`src/rtl/window_seq_pkg.sv`:
```
// Shared types and helpers for the sliding-window sequencer.
// State encoding plus counter width helpers used by ports and counters.
package window_seq_pkg;

    typedef enum logic [1:0] {
        ST_IDLE,
        ST_PRIME,
        ST_STREAM,
        ST_DONE
    } state_e;

    // Column counter width; never narrower than one bit.
    function automatic int col_w(input int width);
        return (width <= 1) ? 1 : $clog2(width);
    endfunction

    // Row counter width; never narrower than one bit.
    function automatic int row_w(input int height);
        return (height <= 1) ? 1 : $clog2(height);
    endfunction

endpackage

```
`src/rtl/window_seq_ctrl_counter_roll.sv`:
```
// Rolling up-counter: counts 0..max_val_p and wraps back to 0.
// restart_i makes the step start from zero instead of the held value.
module counter_roll #(
    parameter int max_val_p = 1,
    parameter int width_p   = 1
) (
    input  logic               clk_i,
    input  logic               reset_i,
    input  logic               restart_i,
    input  logic               up_i,
    output logic [width_p-1:0] count_o
);

    localparam logic [width_p-1:0] MAX = width_p'(max_val_p);

    logic [width_p-1:0] r_count;
    logic [width_p-1:0] w_base;

    // Value the next step starts from.
    always_comb begin
        w_base = restart_i ? '0 : r_count;
    end

    // Count register; only moves on an up strobe.
    always_ff @(posedge clk_i) begin
        if (reset_i) begin
            r_count <= '0;
        end else if (up_i) begin
            r_count <= (w_base == MAX) ? '0 : w_base + 1'b1;
        end
    end

    assign count_o = r_count;

endmodule

```
`src/rtl/window_seq_ctrl.sv`:
```
// Sliding-window sequencer: tracks pixel position, gates window beats.
// Optional stats outputs under macro WINDOW_SEQ_CTRL_STATS_EN.
module window_seq_ctrl
    import window_seq_pkg::*;
#(
    parameter int width_p  = 640,
    parameter int height_p = 480,
    parameter int kernel_p = 3
) (
    input  logic                          clk_i,
    input  logic                          reset_i,
    input  logic                          valid_i,
    input  logic                          sof_i,
    output logic                          ready_o,
    output logic                          shift_o,
    output logic                          valid_o,
    input  logic                          ready_i,
    output logic [col_w(width_p)-1:0]     col_o,
    output logic [row_w(height_p)-1:0]    row_o,
`ifdef WINDOW_SEQ_CTRL_STATS_EN
    output logic [15:0]                   frame_count_o,
    output logic [0:0]                    err_o,
`endif
    output logic                          frame_done_o
);

    localparam int CW = col_w(width_p);
    localparam int RW = row_w(height_p);

    localparam logic [CW-1:0] COL_MAX = CW'(width_p - 1);
    localparam logic [CW-1:0] COL_K   = CW'(kernel_p - 1);
    localparam logic [RW-1:0] ROW_MAX = RW'(height_p - 1);
    localparam logic [RW-1:0] ROW_K   = RW'(kernel_p - 1);

    state_e          r_state;
    state_e          w_state_nxt;
    logic [RW-1:0]   r_row;
    logic [RW-1:0]   w_row_eff;
    logic [RW-1:0]   w_row_nxt;
    logic [CW-1:0]   w_col_cnt;
    logic [CW-1:0]   w_col_eff;
    logic            w_active;
    logic            w_sync;
    logic            w_in_win;
    logic            w_ready;
    logic            w_shift;
    logic            w_col_wrap;
    logic            w_last;

    // Effective position, handshake and next row; a mid-frame sof
    // relabels the offered pixel as (0,0).
    always_comb begin
        w_active   = (r_state == ST_PRIME) || (r_state == ST_STREAM);
        w_sync     = valid_i && sof_i && w_active
                     && ((r_row != '0) || (w_col_cnt != '0));
        w_col_eff  = w_sync ? '0 : w_col_cnt;
        w_row_eff  = w_sync ? '0 : r_row;
        w_in_win   = (w_row_eff >= ROW_K) && (w_col_eff >= COL_K);
        w_ready    = (r_state == ST_DONE) ? 1'b0
                   : (w_in_win ? ready_i : 1'b1);
        w_shift    = valid_i && w_ready;
        w_col_wrap = (w_col_eff == COL_MAX);
        w_last     = w_col_wrap && (w_row_eff == ROW_MAX);
        w_row_nxt  = w_row_eff;
        if (w_col_wrap) begin
            w_row_nxt = (w_row_eff == ROW_MAX) ? '0 : w_row_eff + 1'b1;
        end
    end

    counter_roll #(
        .max_val_p (width_p - 1),
        .width_p   (CW)
    ) u_col (
        .clk_i     (clk_i),
        .reset_i   (reset_i),
        .restart_i (w_sync),
        .up_i      (w_shift),
        .count_o   (w_col_cnt)
    );

    // Row register advances on column wrap of an accepted pixel.
    always_ff @(posedge clk_i) begin
        if (reset_i) begin
            r_row <= '0;
        end else if (w_shift) begin
            r_row <= w_row_nxt;
        end
    end

    // State register.
    always_ff @(posedge clk_i) begin
        if (reset_i) begin
            r_state <= ST_IDLE;
        end else begin
            r_state <= w_state_nxt;
        end
    end

    // Next-state logic; DONE is a single-cycle pass back to IDLE.
    always_comb begin
        w_state_nxt = r_state;
        unique case (r_state)
            ST_IDLE: begin
                if (w_shift) begin
                    w_state_nxt = w_last ? ST_DONE : ST_PRIME;
                end
            end
            ST_PRIME, ST_STREAM: begin
                if (w_shift) begin
                    if (w_last) begin
                        w_state_nxt = ST_DONE;
                    end else if (w_row_nxt >= ROW_K) begin
                        w_state_nxt = ST_STREAM;
                    end else begin
                        w_state_nxt = ST_PRIME;
                    end
                end
            end
            ST_DONE: begin
                w_state_nxt = ST_IDLE;
            end
            default: begin
                w_state_nxt = ST_IDLE;
            end
        endcase
    end

    assign ready_o      = w_ready;
    assign shift_o      = w_shift;
    assign valid_o      = valid_i && w_in_win && w_active;
    assign col_o        = w_col_eff;
    assign row_o        = w_row_eff;
    assign frame_done_o = (r_state == ST_DONE);

`ifdef WINDOW_SEQ_CTRL_STATS_EN
    logic [15:0] r_frame_cnt;
    logic        r_err;

    // Frame counter and sticky resync flag.
    always_ff @(posedge clk_i) begin
        if (reset_i) begin
            r_frame_cnt <= '0;
            r_err       <= 1'b0;
        end else begin
            if (r_state == ST_DONE) begin
                r_frame_cnt <= r_frame_cnt + 16'd1;
            end
            if (w_sync && w_shift) begin
                r_err <= 1'b1;
            end
        end
    end

    assign frame_count_o = r_frame_cnt;
    assign err_o         = r_err;
`endif

endmodule
```
`config.mk`:
```
export PLATFORM = sky130hd
export DESIGN_NAME = window_seq_ctrl
export DESIGN_NICKNAME = d
export VERILOG_FILES = /design/src/rtl/window_seq_pkg.sv /design/src/rtl/window_seq_ctrl_counter_roll.sv /design/src/rtl/window_seq_ctrl.sv
export SDC_FILE = /design/constraint.sdc
export NUM_CORES = 1
export LEC_CHECK = 0
export BUFFER_PORTS_ARGS = -buffer_cell sky130_fd_sc_hd__buf_4
export CAP_MARGIN = 20
export CELL_PAD_IN_SITES_DETAIL_PLACEMENT = 0
export CELL_PAD_IN_SITES_GLOBAL_PLACEMENT = 1
export CORE_MARGIN = 1.5
export CORE_UTILIZATION = 44
export CTS_CLUSTER_DIAMETER = 80
export CTS_CLUSTER_SIZE = 12
export DETAILED_ROUTE_END_ITERATION = 12
export PLACE_DENSITY_LB_ADDON = 0.1
export SYNTH_ARGS = -nofsm -noshare
export SYNTH_HDL_FRONTEND = slang
export SYNTH_SLANG_ARGS = --single-unit
```
`constraint.sdc`:
```
create_clock -name clk_i -period 5.7 [get_ports clk_i]
set_input_delay 1.14 -clock clk_i [delete_from_list [all_inputs] [get_ports clk_i]]
set_output_delay 1.14 -clock clk_i [all_outputs]
set_load 0.01 [all_outputs]
```
==> summary.txt <==
Status
  – Status: finished, final reports clean

Place
  – Placed Area: roughly 0.0019 mm^2
  – Placed insts: roughly 300
  – Detailed placement HPWL: 3.07 mm
  – I/O Buffers: 27
  – Gpl congestion: 0.853

Synthesis
  – Post-Syn Nets: 247
  – Syn Area/Cell: slightly above 7 um^2
  – Register area share after synthesis: about a quarter
  – Syn Inst Count: 235
  – Post-Synthesis Cell Area: around 0.0017 mm^2
  – Dominant synthesized flop cell: dfxtp_1
  – Ys Warns: 0
  – Yosys reg bits: 21
  – Asr flop ratio synth: 0%
  – Post-synth EDFFs: 0
  – Synth cell types: 45

Global routing
  – First-pass GRT wire length: roughly 7.5 mm
  – Total track usage: between 20 and 25%
  – Initial antenna violation count: 0
  – Vias in the first global route: 1526
  – Global route overflow: 0
  – Largest net degree at the start of global routing: 32

STA
  – Fin crit share: between 80% and 90%
  – Max-slew violation count: 0
  – Skew final: around 0.0020 ns
  – Worst Max-Slew Pin Slew: between 0.8 and 0.9 ns
  – Max transition margin: 44.4%
  – Final min period: 4.61 ns
  – RSZ-0062 raised after global routing: no
  – Highest Clock Rate: around 0.22 GHz
  – Hold Fails Final Rpt: 0
  – Final hold slack: 0.554 ns
  – Finish-stage setup viols: 0
  – Setup TNS: 0 ns

CTS
  – Reg clk slew, reported paths: approximately 0.090 ns
  – CTS tree: done
  – CTS Buf Count: 3
  – H-Tree Depth: 1
  – Post-cts gate resize count: 0
  – Total setup buffers inserted after CTS: 0
  – Clock Latency Late Sink: 0.27 ns
  – Root buffer cell: clkbuf_8
  – Clock Sinks: 21
  – Max Root-Sink Buffers: 2
  – Post-cts hold buffer count: 0

Setup path
  – Critical path peak fanout: 31
  – R2R setup slack: 1.92 ns
  – Kind of critical path: flop to output pin
  – CP Launch Type: flop
  – CP endpoint kind: output pin
  – CP required: 4.56 ns
  – WP data arrival: 3.47 ns

Die
  – Die area: approximately 0.0043 mm^2
  – FP Rows: 22
  – Overall die height: ~65 um
  – Core Region: 0.00369 mm^2
  – IO Pins: 28
  – Initial Utilization: between 40% and 50%
  – Chip width: ~65 um

Final layout
  – # fillers: ~380
  – Post-layout nets: ~270
  – Layout Utilization: about 53%
  – Non-filler cells, final: 300
  – Layout cells sized above 1: around 18%
  – P&R area growth vs syn: 14.5%
  – Post-route cell area: 0.00196 mm^2
  – N_diodes: 0

Route
  – Vias/cell: a little under 6
  – Drt pass-1 iters: 4
  – Routed WL: around 4.4 mm
  – Detailed Route Iter0 Violations: 196
  – Uppermost layer routed: met4
  – Met1 wire length: ~2.2 mm
  – Residual DRC count: 0
  – Wire length on met3: roughly 280 um
  – Routed vias: between 1500 and 2000
  – Met2 wire len: 1.88 mm
  – Routed Antenna Nets: 0
  – Routed WL per cell: roughly 15 um

Power and ir drop
  – Peak VDD IR: between 0.08 and 0.09 mV
  – Static Leak: between 0.7 and 0.8 nW
  – Power Density: between 150 and 200 mW/mm^2

Min path
  – Path type of the worst min-delay path: flop to flop

Job
  – Max cap viols: 0
cell usage in the layout, fill, tap and decap left out, types with 2 or more instances in the layout:
cell type,Yosys,layout
nand3b_1,2,2
and3_2,2,2
o21ai_0,19,19
clkbuf_8,0,3
or3_1,7,7
nor4_1,3,3
mux2i_1,4,4
nor3_1,8,8
or4_1,2,2
a21oi_1,26,26
nand2_1,15,15
and2_1,17,17
or4b_1,2,2
buf_4,0,29
nor4_2,3,3
ha_1,7,7
nand4_1,5,5
o211ai_1,4,4
nand4b_1,2,2
nor2_1,26,26
and3_1,6,6
nand3_1,10,10
dfxtp_1,21,21
inv_1,9,9
power breakdown:
part / internal [mW] / leakage [nW] / switching, mW / total, mW
clock: 0.0489 / 0.0255 / 0.0563 / 0.105
combinational: 0.0159 / 0.586 / 0.0271 / 0.0430
sequential: 0.149 / 0.170 / 0.00327 / 0.152
total: 0.214 / 0.781 / 0.0867 / 0.300
routing by layer:
| metal | GRT usage, % | vias to the layer above |
|---|---|---|
| met5 | 0 | - |
| met4 | 8.07 | 0 |
| met3 | 2.05 | 4 |
| met2 | 31.5 | 68 |
| met1 | 34.8 | 808 |
| li1 | - | 881 |
cells by family (layout without fill, tap and decap cells):
logic type	after synthesis	after routing	share of synthesized area, %
AO/OA/AOI/OAI	61	61	22.3
flip-flops	21	21	24.6
AND/OR/NAND/NOR	117	117	39.2
multiplexers	4	4	2.34
adder cells (fa/ha/maj)	7	7	5.12
buffers and inverters	25	42	6.44
path summary, 6_finish.rpt:
| path | depth (start not counted) | end | start |
|---|---|---|---|
| max | 10 | shift_o | r_row[4] |
| min | 2 | u_col.count_o[8] | u_col.count_o[8] |
| max reg2reg | 12 | r_state[1] | r_row[4] |
| min reg2reg | 2 | u_col.count_o[8] | u_col.count_o[8] |
critical path, stage by stage, from the launching register on:
cell and delay (ns):
dfxtp_1 0.44, nor4_2 0.47, nand2_1 0.17, o41ai_4 0.70, and2_1 0.28, ha_1 0.20
o21bai_1 0.10, o211ai_1 0.16, buf_4 0.32, inv_1 0.18, buf_4 0.18
synthesized netlist by cell type (all sizes together), types with 4 or more instances:
cell type  instances  area, um^2
ha                 7        87.6
clkbuf             9        35.0
nand4              5        31.3
nor4               6        56.3
nor3               9        56.3
mux2i              4        40.0
buf                7        41.3
nand3             11        60.1
a21oi             27         139
dfxtp             21         420
and3               8        52.6
and2              18         114
inv                9        33.8
o21ai             19        95.1
nor2              26        97.6
o211ai             4        30.0
or3                7        43.8
nand2             15        56.3
sequential cells by signal, indices dropped and copies added, names as in the netlist:
name,flops
r_row,9
r_state,2
u_col.count_o,10
layout make-up:
| class | instances | area, um^2 | share of cell area, % |
|---|---|---|---|
| multi-input cells | 189 | 1180 | 60.2 |
| flip-flops and latches | 21 | 420 | 21.5 |
| repair buffers | 29 | 218 | 11.1 |
| well taps | 48 | 60.1 | 3.07 |
| clock buffers | 3 | 41.3 | 2.11 |
| inverters | 9 | 33.8 | 1.73 |
| clock inverters | 1 | 5.00 | 0.256 |
per-stage QoR:
stage                     power [mW]  worst slack, ns
final                          0.300             1.09
after global placement         0.199             1.49
after detailed placement       0.198             1.39
after floorplan                0.185             1.95
after CTS                      0.302             1.09
after global routing           0.313            0.827
(Power assumes the default switching activity.)
